--- src/rtl/gcd_arbiter.sv ---
// Round-robin arbiter that shares one iterative GCD engine between NREQ requesters.
// Define GCD_ARB_TIMEOUT_EN to bound the engine wait with a TIMEOUT-cycle kill.
module gcd_arbiter #(
  parameter int NREQ    = 4,
  parameter int W       = 32,
  parameter int TIMEOUT = 4096
) (
  input  logic              clk,
  input  logic              rst,
  input  logic [NREQ-1:0]   req,
  input  logic [NREQ*W-1:0] req_a,
  input  logic [NREQ*W-1:0] req_b,
  output logic [NREQ-1:0]   ack,
  output logic [NREQ-1:0]   rsp_valid,
  output logic [W-1:0]      rsp_data,
  output logic              rsp_err,
  output logic              eng_start,
  output logic [W-1:0]      eng_a,
  output logic [W-1:0]      eng_b,
  input  logic              eng_done,
  input  logic [W-1:0]      eng_result,
  output logic              eng_kill
);

  localparam int PW = (NREQ > 1) ? $clog2(NREQ) : 1;

  if (NREQ < 2 || NREQ > 8 || TIMEOUT < 1) begin : g_bad_cfg
    $error("gcd_arbiter: NREQ must be 2..8 and TIMEOUT at least 1");
  end

  typedef enum logic [1:0] {
    S_IDLE,
    S_WAIT,
    S_RESP
  } state_e;

  state_e          state_q;
  logic [PW-1:0]   ptr_q;
  logic [PW-1:0]   grant_q;
  logic [NREQ-1:0] ack_q;
  logic [NREQ-1:0] rsp_valid_q;
  logic [W-1:0]    rsp_data_q;
  logic            eng_start_q;
  logic [W-1:0]    eng_a_q;
  logic [W-1:0]    eng_b_q;

  logic            gnt_found;
  logic [PW-1:0]   gnt_idx;
  logic [PW-1:0]   ptr_d;
  logic [NREQ-1:0] gnt_oh;
  logic [NREQ-1:0] grant_oh;
  logic [W-1:0]    gnt_a;
  logic [W-1:0]    gnt_b;

  // Search from ptr upward with wrap; the first set request wins.
  always_comb begin
    // NOTE: every always_comb output gets a default first so no path can infer a latch.
    gnt_found = 1'b0;
    gnt_idx   = '0;
    for (int k = 0; k < NREQ; k++) begin
      if (!gnt_found && req[(int'(ptr_q) + k) % NREQ]) begin
        gnt_found = 1'b1;
        gnt_idx   = PW'((int'(ptr_q) + k) % NREQ);
      end
    end
    ptr_d          = PW'((int'(gnt_idx) + 1) % NREQ);
    gnt_oh         = '0;
    gnt_oh[gnt_idx] = 1'b1;
    grant_oh       = '0;
    grant_oh[grant_q] = 1'b1;
    gnt_a          = req_a[int'(gnt_idx)*W +: W];
    gnt_b          = req_b[int'(gnt_idx)*W +: W];
  end

`ifdef GCD_ARB_TIMEOUT_EN
  localparam int TW = $clog2(TIMEOUT + 1);
  logic [TW-1:0] tmr_q;
  logic          rsp_err_q;
  logic          eng_kill_q;
`endif

  always_ff @(posedge clk) begin
    if (rst) begin
      state_q     <= S_IDLE;
      ptr_q       <= '0;
      grant_q     <= '0;
      ack_q       <= '0;
      rsp_valid_q <= '0;
      rsp_data_q  <= '0;
      eng_start_q <= 1'b0;
      eng_a_q     <= '0;
      eng_b_q     <= '0;
`ifdef GCD_ARB_TIMEOUT_EN
      tmr_q       <= '0;
      rsp_err_q   <= 1'b0;
      eng_kill_q  <= 1'b0;
`endif
    end else begin
      // NOTE: pulse outputs default low here with non-blocking assignments; later
      // assignments in the case below override them within the same edge.
      ack_q       <= '0;
      eng_start_q <= 1'b0;
`ifdef GCD_ARB_TIMEOUT_EN
      eng_kill_q  <= 1'b0;
`endif
      case (state_q)
        S_IDLE: begin
          if (gnt_found) begin
            ack_q   <= gnt_oh;
            grant_q <= gnt_idx;
            ptr_q   <= ptr_d;
            eng_a_q <= gnt_a;
            eng_b_q <= gnt_b;
            if (gnt_a == '0 || gnt_b == '0) begin
              // gcd(0,x) = x and gcd(0,0) = 0, so the OR is the answer.
              rsp_data_q <= gnt_a | gnt_b;
              state_q    <= S_RESP;
            end else begin
              eng_start_q <= 1'b1;
              state_q     <= S_WAIT;
`ifdef GCD_ARB_TIMEOUT_EN
              tmr_q       <= '0;
`endif
            end
          end
        end
        S_WAIT: begin
          if (eng_done) begin
            rsp_data_q  <= eng_result;
            rsp_valid_q <= grant_oh;
            state_q     <= S_RESP;
`ifdef GCD_ARB_TIMEOUT_EN
            rsp_err_q   <= 1'b0;
          end else if (tmr_q == TW'(TIMEOUT - 1)) begin
            eng_kill_q  <= 1'b1;
            rsp_data_q  <= '0;
            rsp_err_q   <= 1'b1;
            rsp_valid_q <= grant_oh;
            state_q     <= S_RESP;
          end else begin
            tmr_q <= tmr_q + 1'b1;
`endif
          end
        end
        S_RESP: begin
          // Bypass jobs arrive here without a response yet; engine jobs arrive with it raised.
          if (rsp_valid_q != '0) begin
            rsp_valid_q <= '0;
            state_q     <= S_IDLE;
`ifdef GCD_ARB_TIMEOUT_EN
            rsp_err_q   <= 1'b0;
`endif
          end else begin
            rsp_valid_q <= grant_oh;
          end
        end
        default: state_q <= S_IDLE;
      endcase
    end
  end

  assign ack       = ack_q;
  assign rsp_valid = rsp_valid_q;
  assign rsp_data  = rsp_data_q;
  assign eng_start = eng_start_q;
  assign eng_a     = eng_a_q;
  assign eng_b     = eng_b_q;
`ifdef GCD_ARB_TIMEOUT_EN
  assign rsp_err   = rsp_err_q;
  assign eng_kill  = eng_kill_q;
`else
  assign rsp_err   = 1'b0;
  assign eng_kill  = 1'b0;
`endif

endmodule

--- config.mk ---
export PLATFORM = sky130hd
export DESIGN_NAME = gcd_arbiter
export DESIGN_NICKNAME = d
export VERILOG_FILES = /design/src/rtl/gcd_arbiter.sv
export SDC_FILE = /design/constraint.sdc
export NUM_CORES = 1
export LEC_CHECK = 0
export ABC_AREA = 1
export CORE_AREA = 2 2 157 159
export DETAILED_ROUTE_END_ITERATION = 6
export DIE_AREA = 0 0 159 161
export HOLD_SLACK_MARGIN = 0.06
export PLACE_DENSITY_LB_ADDON = 0.05
export RECOVER_POWER = 50
export SLEW_MARGIN = 20
export SYNTH_ARGS = -nofsm -noshare
export SYNTH_HDL_FRONTEND = slang
export SYNTH_SLANG_ARGS = --single-unit
--- constraint.sdc ---
create_clock -name clk -period 2.7 [get_ports clk]
set_input_delay 0.54 -clock clk [delete_from_list [all_inputs] [get_ports clk]]
set_output_delay 0.54 -clock clk [all_outputs]
set_load 0.02 [all_outputs]
# == Word-level counts from Yosys, hierarchy flattened ==
# Cells that the tools add are included.
# op_classes
magnitude_cmp,8
n_bitwise,6
n_mul,0
div_mod_pow,0
reduce_logical,23
addsub,4
shifts,2
n_eq_ne,6
n_mux,36
# ops
op,n
$shiftx A128 B8 Y32,2
$mux W32,3
$logic_not A32 Y1,2
$pmux W32 S2,1
$or A32 B32 Y32,1
$mux W2,8
$mux W1,14
$lt A3 B4 Y1 const B,3
$lt A2 B3 Y1 const B,3
$bmux W1 S2,4
$mux W4,2
$ne A2 B2 Y1 const B,4
$pmux W4 S2,1
$pmux W2 S3,1
$reduce_or A2 Y1,3
$logic_and A1 B1 Y1,5
$add A2 B1 Y2 const B,2
$add A2 B2 Y2 const B,2
$demux W1 S2,2
$ge A2 B1 Y1 const B,2
$reduce_and A2 Y1,2
$reduce_and A4 Y1,1
$reduce_bool A2 Y1,2
$reduce_bool A4 Y1,1
other kinds (9),14
# word_totals
mem_bits_ro,0
in_bits,295
wordCells,94
n_memories,0
latch_bits,0
ff_bits,111
output_inout_bits,107
ramBits,0

# == Longest topological paths before layout ==
# logic_depth
depth_word,20
mapped_depth,26
depth_no_buf,22

# == Worst setup path after synthesis ==
# OpenSTA, ideal clock, no wires.
# synth_timing
kind,input -> register
startpoint,input port req[3]
endpoint,register rsp_data_q[22] (netlist: rsp_data[22])
setup_slack_ns,0.033
stages,22
arrival_ns,2.552
n_path_buf,4
required_ns,2.585
path_cell_list,inv_1 -> nand2_1 -> nand3_1 -> nand2_1 -> inv_1 -> nand2_1 -> nand2_2 -> buf_2 -> clkbuf_1 -> nand4_1 -> nand3_1 -> nand2_1 -> nand2_1 -> nor2_1 -> nand2_1 -> nor2_1 -> nand2_1 -> nand3_2 -> buf_6 -> buf_8 -> a21oi_1 -> nor2_1
# synth_via
elab_chain_cells,17
word_cells_on_any_way,37
classes_between,eq/ne: 2; shift: 2; mux: 22; bitwise: 1; reduce/logical: 10
# synth_lines
element,line_no,source
start: declaration,10,"input logic [NREQ-1:0] req,"
$bmux W1 S2,61,if (!gnt_found && req[(int'(ptr_q) + k) % NREQ]) begin
$mux W1 (implied by the code),61,
$mux W1,61,
$logic_not A1 Y1,61,
$logic_and A1 B1 Y1,61,
$mux W1,61,
$logic_not A1 Y1,61,
$logic_and A1 B1 Y1,61,
$mux W1,61,
$logic_not A1 Y1,61,
$logic_and A1 B1 Y1,61,
$mux W2,61,
"$shiftx A128 B8 Y32, on equally long branches","71, 72",
$logic_not A32 Y1 / $or A32 B32 Y32 (equally long branches),"114, 116",
$logic_or A1 B1 Y1 / $mux W32 (equally long branches),114,if (gnt_a == '0 || gnt_b == '0) begin
$ne A2 B2 Y1 (no source line) / $mux W32 (equally long branches),-,
$reduce_and A4 Y1 (no source line) / $pmux W32 S2 (equally long branches),-,
end signal: assignment,116,rsp_data_q <= gnt_a | gnt_b;
end signal: assignment,129,rsp_data_q <= eng_result;
end: declaration,42,logic [W-1:0] rsp_data_q;
# Several ways; a longest one is shown, not always the timed one. The select of a mux whose other input is x is not followed.
# A chain may end at the register's enable or synchronous reset.

# == Worst setup path after layout ==
# layout_timing
startpoint,register ptr_q[0]
endpoint,register rsp_data_q[12] (netlist: rsp_data[12])
# layout_via
elab_chain_cells,17
word_cells_on_any_way,40
classes_between,add/sub: 3; eq/ne: 2; shift: 2; mux: 22; bitwise: 1; reduce/logical: 10
# layout_lines
element,line_no,source
start: declaration,38,logic [PW-1:0] ptr_q;
start signal: assignment,111,ptr_q <= ptr_d;
$add A2 B1 Y2 / $bmux W1 S2 (equally long branches),"61, 63",
$bmux W1 S2 / $mux W1 (equally long branches),61,
$mux W1 (implied by the code),61,
$mux W1 (implied by the code) / $logic_not A1 Y1 (equally long branches),61,
$logic_and A1 B1 Y1,61,
$mux W1,61,
$logic_not A1 Y1,61,
$logic_and A1 B1 Y1,61,
$mux W1,61,
$logic_not A1 Y1,61,
$logic_and A1 B1 Y1,61,
$mux W2,61,
"$shiftx A128 B8 Y32, on equally long branches","71, 72",
$logic_not A32 Y1 / $or A32 B32 Y32 (equally long branches),"114, 116",
$logic_or A1 B1 Y1 / $mux W32 (equally long branches),114,
$ne A2 B2 Y1 (no source line) / $mux W32 (equally long branches),-,
$reduce_and A4 Y1 (no source line) / $pmux W32 S2 (equally long branches),-,
# Several ways; a longest one is shown, not always the timed one. The select of a mux whose other input is x is not followed.

==> results.yml <==
die:
  start_util: 0.3147
  die-area_sq_um: 25600
  coreArea_sq_um: 23960
  io_pins: 402
  die_x_um: 159
  dieHeight_um: 161
  placement_rows: 57
logic_synthesis:
  synth-edff-count: 0
  ys_warn_count: 0
  syn_inst: 1241
  async_flop_share: 0
  synth_area_sq_um: 7542
  avgSynthCellArea_sq_um: 6.078
  synth_cell_types: 28
  synth_flop_cell: "dfxtp_1"
  yosys_register_bits: 111
  ys_seq_area_frac: 0.2946
worst_setup_path:
  ff2ff_setup_slack_ps: -410
  cpMostUsedCell: "nand2_1"
  worstPathMaxFanout: 10
  start_kind: "flip-flop"
  cp.arrival_ps: 3350
  slowest_stage: "dfxtp_2"
  cp-end-kind: "flip-flop"
  crit_chain: "buf_6, inv_8, nand2_2, nand3_2, nand2_2, inv_2, nand2_2, nand2_4, nand3_4, buf_12, bufbuf_16, nand2_1, nand3_1, nand2_1, nand2_1, nor2_1, nand2_1, nor2_2, nand2_4, nand3_4, clkbuf_16, nand3_1, nand2_1, nor2_1"
  max_stage_delay_ps: 340
  worst_ep_required_time_ps: 2940
  critPathKind: "flip-flop to flip-flop"
sta:
  setup_viol: 35
  finClkSkew_ps: 9.695
  whs_ps: 477.6
  rsz0062_at_grt: "true"
  timing.final.ws_setup_ps: -412.5
  finalCritPeriodShare: 1.153
  max_slew.worst_pin.slew_ps: 587.6
  fin_crit_ps: 3113
  clock.fmax_mhz: 321.3
  hold_violations: 0
  slew_violations: 0
  slew_headroom: 0.6068
clocking:
  htree_num_levels: 3
  cts-hold-fix-buffers: 0
  cts_tree: "done"
  clockRootBuffer: "clkbuf_16"
  cts_sinks: 111
  clk_latency_ps: 350
  clockBufferDepth: 2
  clkTransAtPathRegs_ps: 80
  cts_buffers: 9
outcome:
  violations: "negative setup slack"
  status: "finished with violations"
power:
  p_per_area_nw_per_um2: 1786
  total_power_uw: 25310
  leakagePower_uw: 0.006670
  peakVddDrop_mv: 0.7546
grt:
  grt_max_degree: 84
  grt_pass1_vias: 10260
  grt.overflow.total: 0
  grt_pass1_wl_um: 61400
  antenna_found_initial: 2
  grt_usage: 0.3092
detailed_routing:
  viasPerCell: 5.141
  met3_length_um: 2827
  antenna_violating_nets_post_route: 0
  met1_length_um: 17170
  via_count: 10590
  drc_errors: 0
  routed_wl_um: 41210
  drt_first_pass_iters: 5
  top_layer: "met4"
  avgRoutedWirePerCell_um: 20.01
  drtIter0Drc: 893
  dr_wl_met2_um: 20440
layout:
  stdcell_count: 2060
  syn_to_final_growth_pct: 87.87
  final_util: 0.5913
  nFillCells: 2347
  final_nets: 2027
  layout-drive-gt1-share: 0.1795
placement:
  port_buffers: 399
  finalWeightedCongestion: 0.9520
  place_inst: 1994
  hpwl_um: 30340
flow_run:
  maxCapViolations: 0
worst_hold_path:
  min_path_type: "flip-flop to flip-flop"
==> worst max-delay path: cells and delay by family, from the launching register on <==
kind                   cells  cell delay (ps)
flip-flops                 1              340
AND/OR/NAND/NOR           18             1730
buffers and inverters      6              920
==> routing by layer <==
layer,up-vias,GRT usage
met3,45,0.06420
met1,4961,0.3838
met2,439,0.5532
met4,0,0.06653
li1,5146,-
met5,-,0
==> cell usage after synthesis, drive strengths merged (4+ instances only) <==
cell type	number	area, sq um
nand2	420	1582
nand3	174	890.9
dfxtp	111	2222
a21oi	104	546.8
inv	94	357.8
nand4	84	525.5
nor2	66	255.2
buf	65	401.6
o211ai	65	488.0
clkbuf	42	157.7
o21ai	7	35.03
ha	4	50.05
==> registers in the layout, summed over array words and instances (netlist names) <==
name	count
eng_a	32
eng_b	32
rsp_data	32
ack	4
rsp_valid	4
grant_q	2
ptr_q	2
state_q	2
eng_start	1
==> kinds of logic after synthesis <==
kind of cell | count (synthesis) | share of synthesized area
other | 1 | 0.0004972
adder cells (fa/ha/maj) | 4 | 0.006636
buffers and inverters | 202 | 0.1221
flip-flops | 111 | 0.2946
AO/OA/AOI/OAI | 178 | 0.1440
AND/OR/NAND/NOR | 745 | 0.4321
==> metrics by stage <==
| stage | area, sq um | setup slack, ps | setup TNS, ps |
|---|---|---|---|
| 3_5_place_dp | 12660 | -1074 | -45300 |
| 6_report | 14170 | -412.5 | -12540 |
| 4_1_cts | 13840 | -325.8 | -10200 |
| 5_1_grt | 14170 | -563.3 | -17400 |
| 3_3_place_gp | 12660 | -1019 | -41920 |
| 2_1_floorplan | 7546 | 33.29 | 0 |
==> report_power, final <==
group / switching (uW) / internal [uW]
sequential: 346 / 2290
combinational: 11800 / 9540
clock: 657 / 691
==> worst paths after layout <==
kind	from	to	cells after the start
setup / recovery	ptr_q[0]$_SDFFE_PP0P_	rsp_data[12]$_SDFFE_PP0P_	24
hold / removal	rsp_data[19]$_SDFFE_PP0P_	rsp_data[19]$_SDFFE_PP0P_	2
setup reg to reg	ptr_q[0]$_SDFFE_PP0P_	rsp_data[12]$_SDFFE_PP0P_	24
hold reg to reg	rsp_data[19]$_SDFFE_PP0P_	rsp_data[19]$_SDFFE_PP0P_	2
==> repair_timing <==
action | CTS | global route
endpoints found under the setup margin | 35 | 35
pin swaps | 18 | 23
resized for setup | 98 | 50
cloned | 14 | 4
buffers inserted | 21 | 8
==> cell type report <==
class                      instances  area (sq um)  area share
timing repair buffer             580          6067      0.4282
multi-input combinational        931          4795      0.3384
sequential                       111          2225      0.1570
tap                              324         405.4     0.02861
inverter                          95         377.9     0.02667
clock buffer                      12         256.5     0.01810
clock inverter                     4         36.28    0.002561
antenna                            3         7.507   0.0005298
==> placed cells by master, fill, tap and decap left out, drive strengths merged, types with 4 or more instances in the layout <==
| cell | count |
|---|---|
| o21ai | 7 |
| dfxtp | 111 |
| nand4 | 84 |
| o211ai | 65 |
| buf | 175 |
| nor2 | 66 |
| clkbuf | 14 |
| bufbuf | 4 |
| a21oi | 104 |
| nand3 | 176 |
| dlygate4sd3 | 87 |
| ha | 4 |
| dlygate4sd2 | 4 |
| inv | 96 |
| clkdlybuf4s50 | 308 |
| nand2 | 420 |
Note: power is estimated with default switching activity, not from simulation.
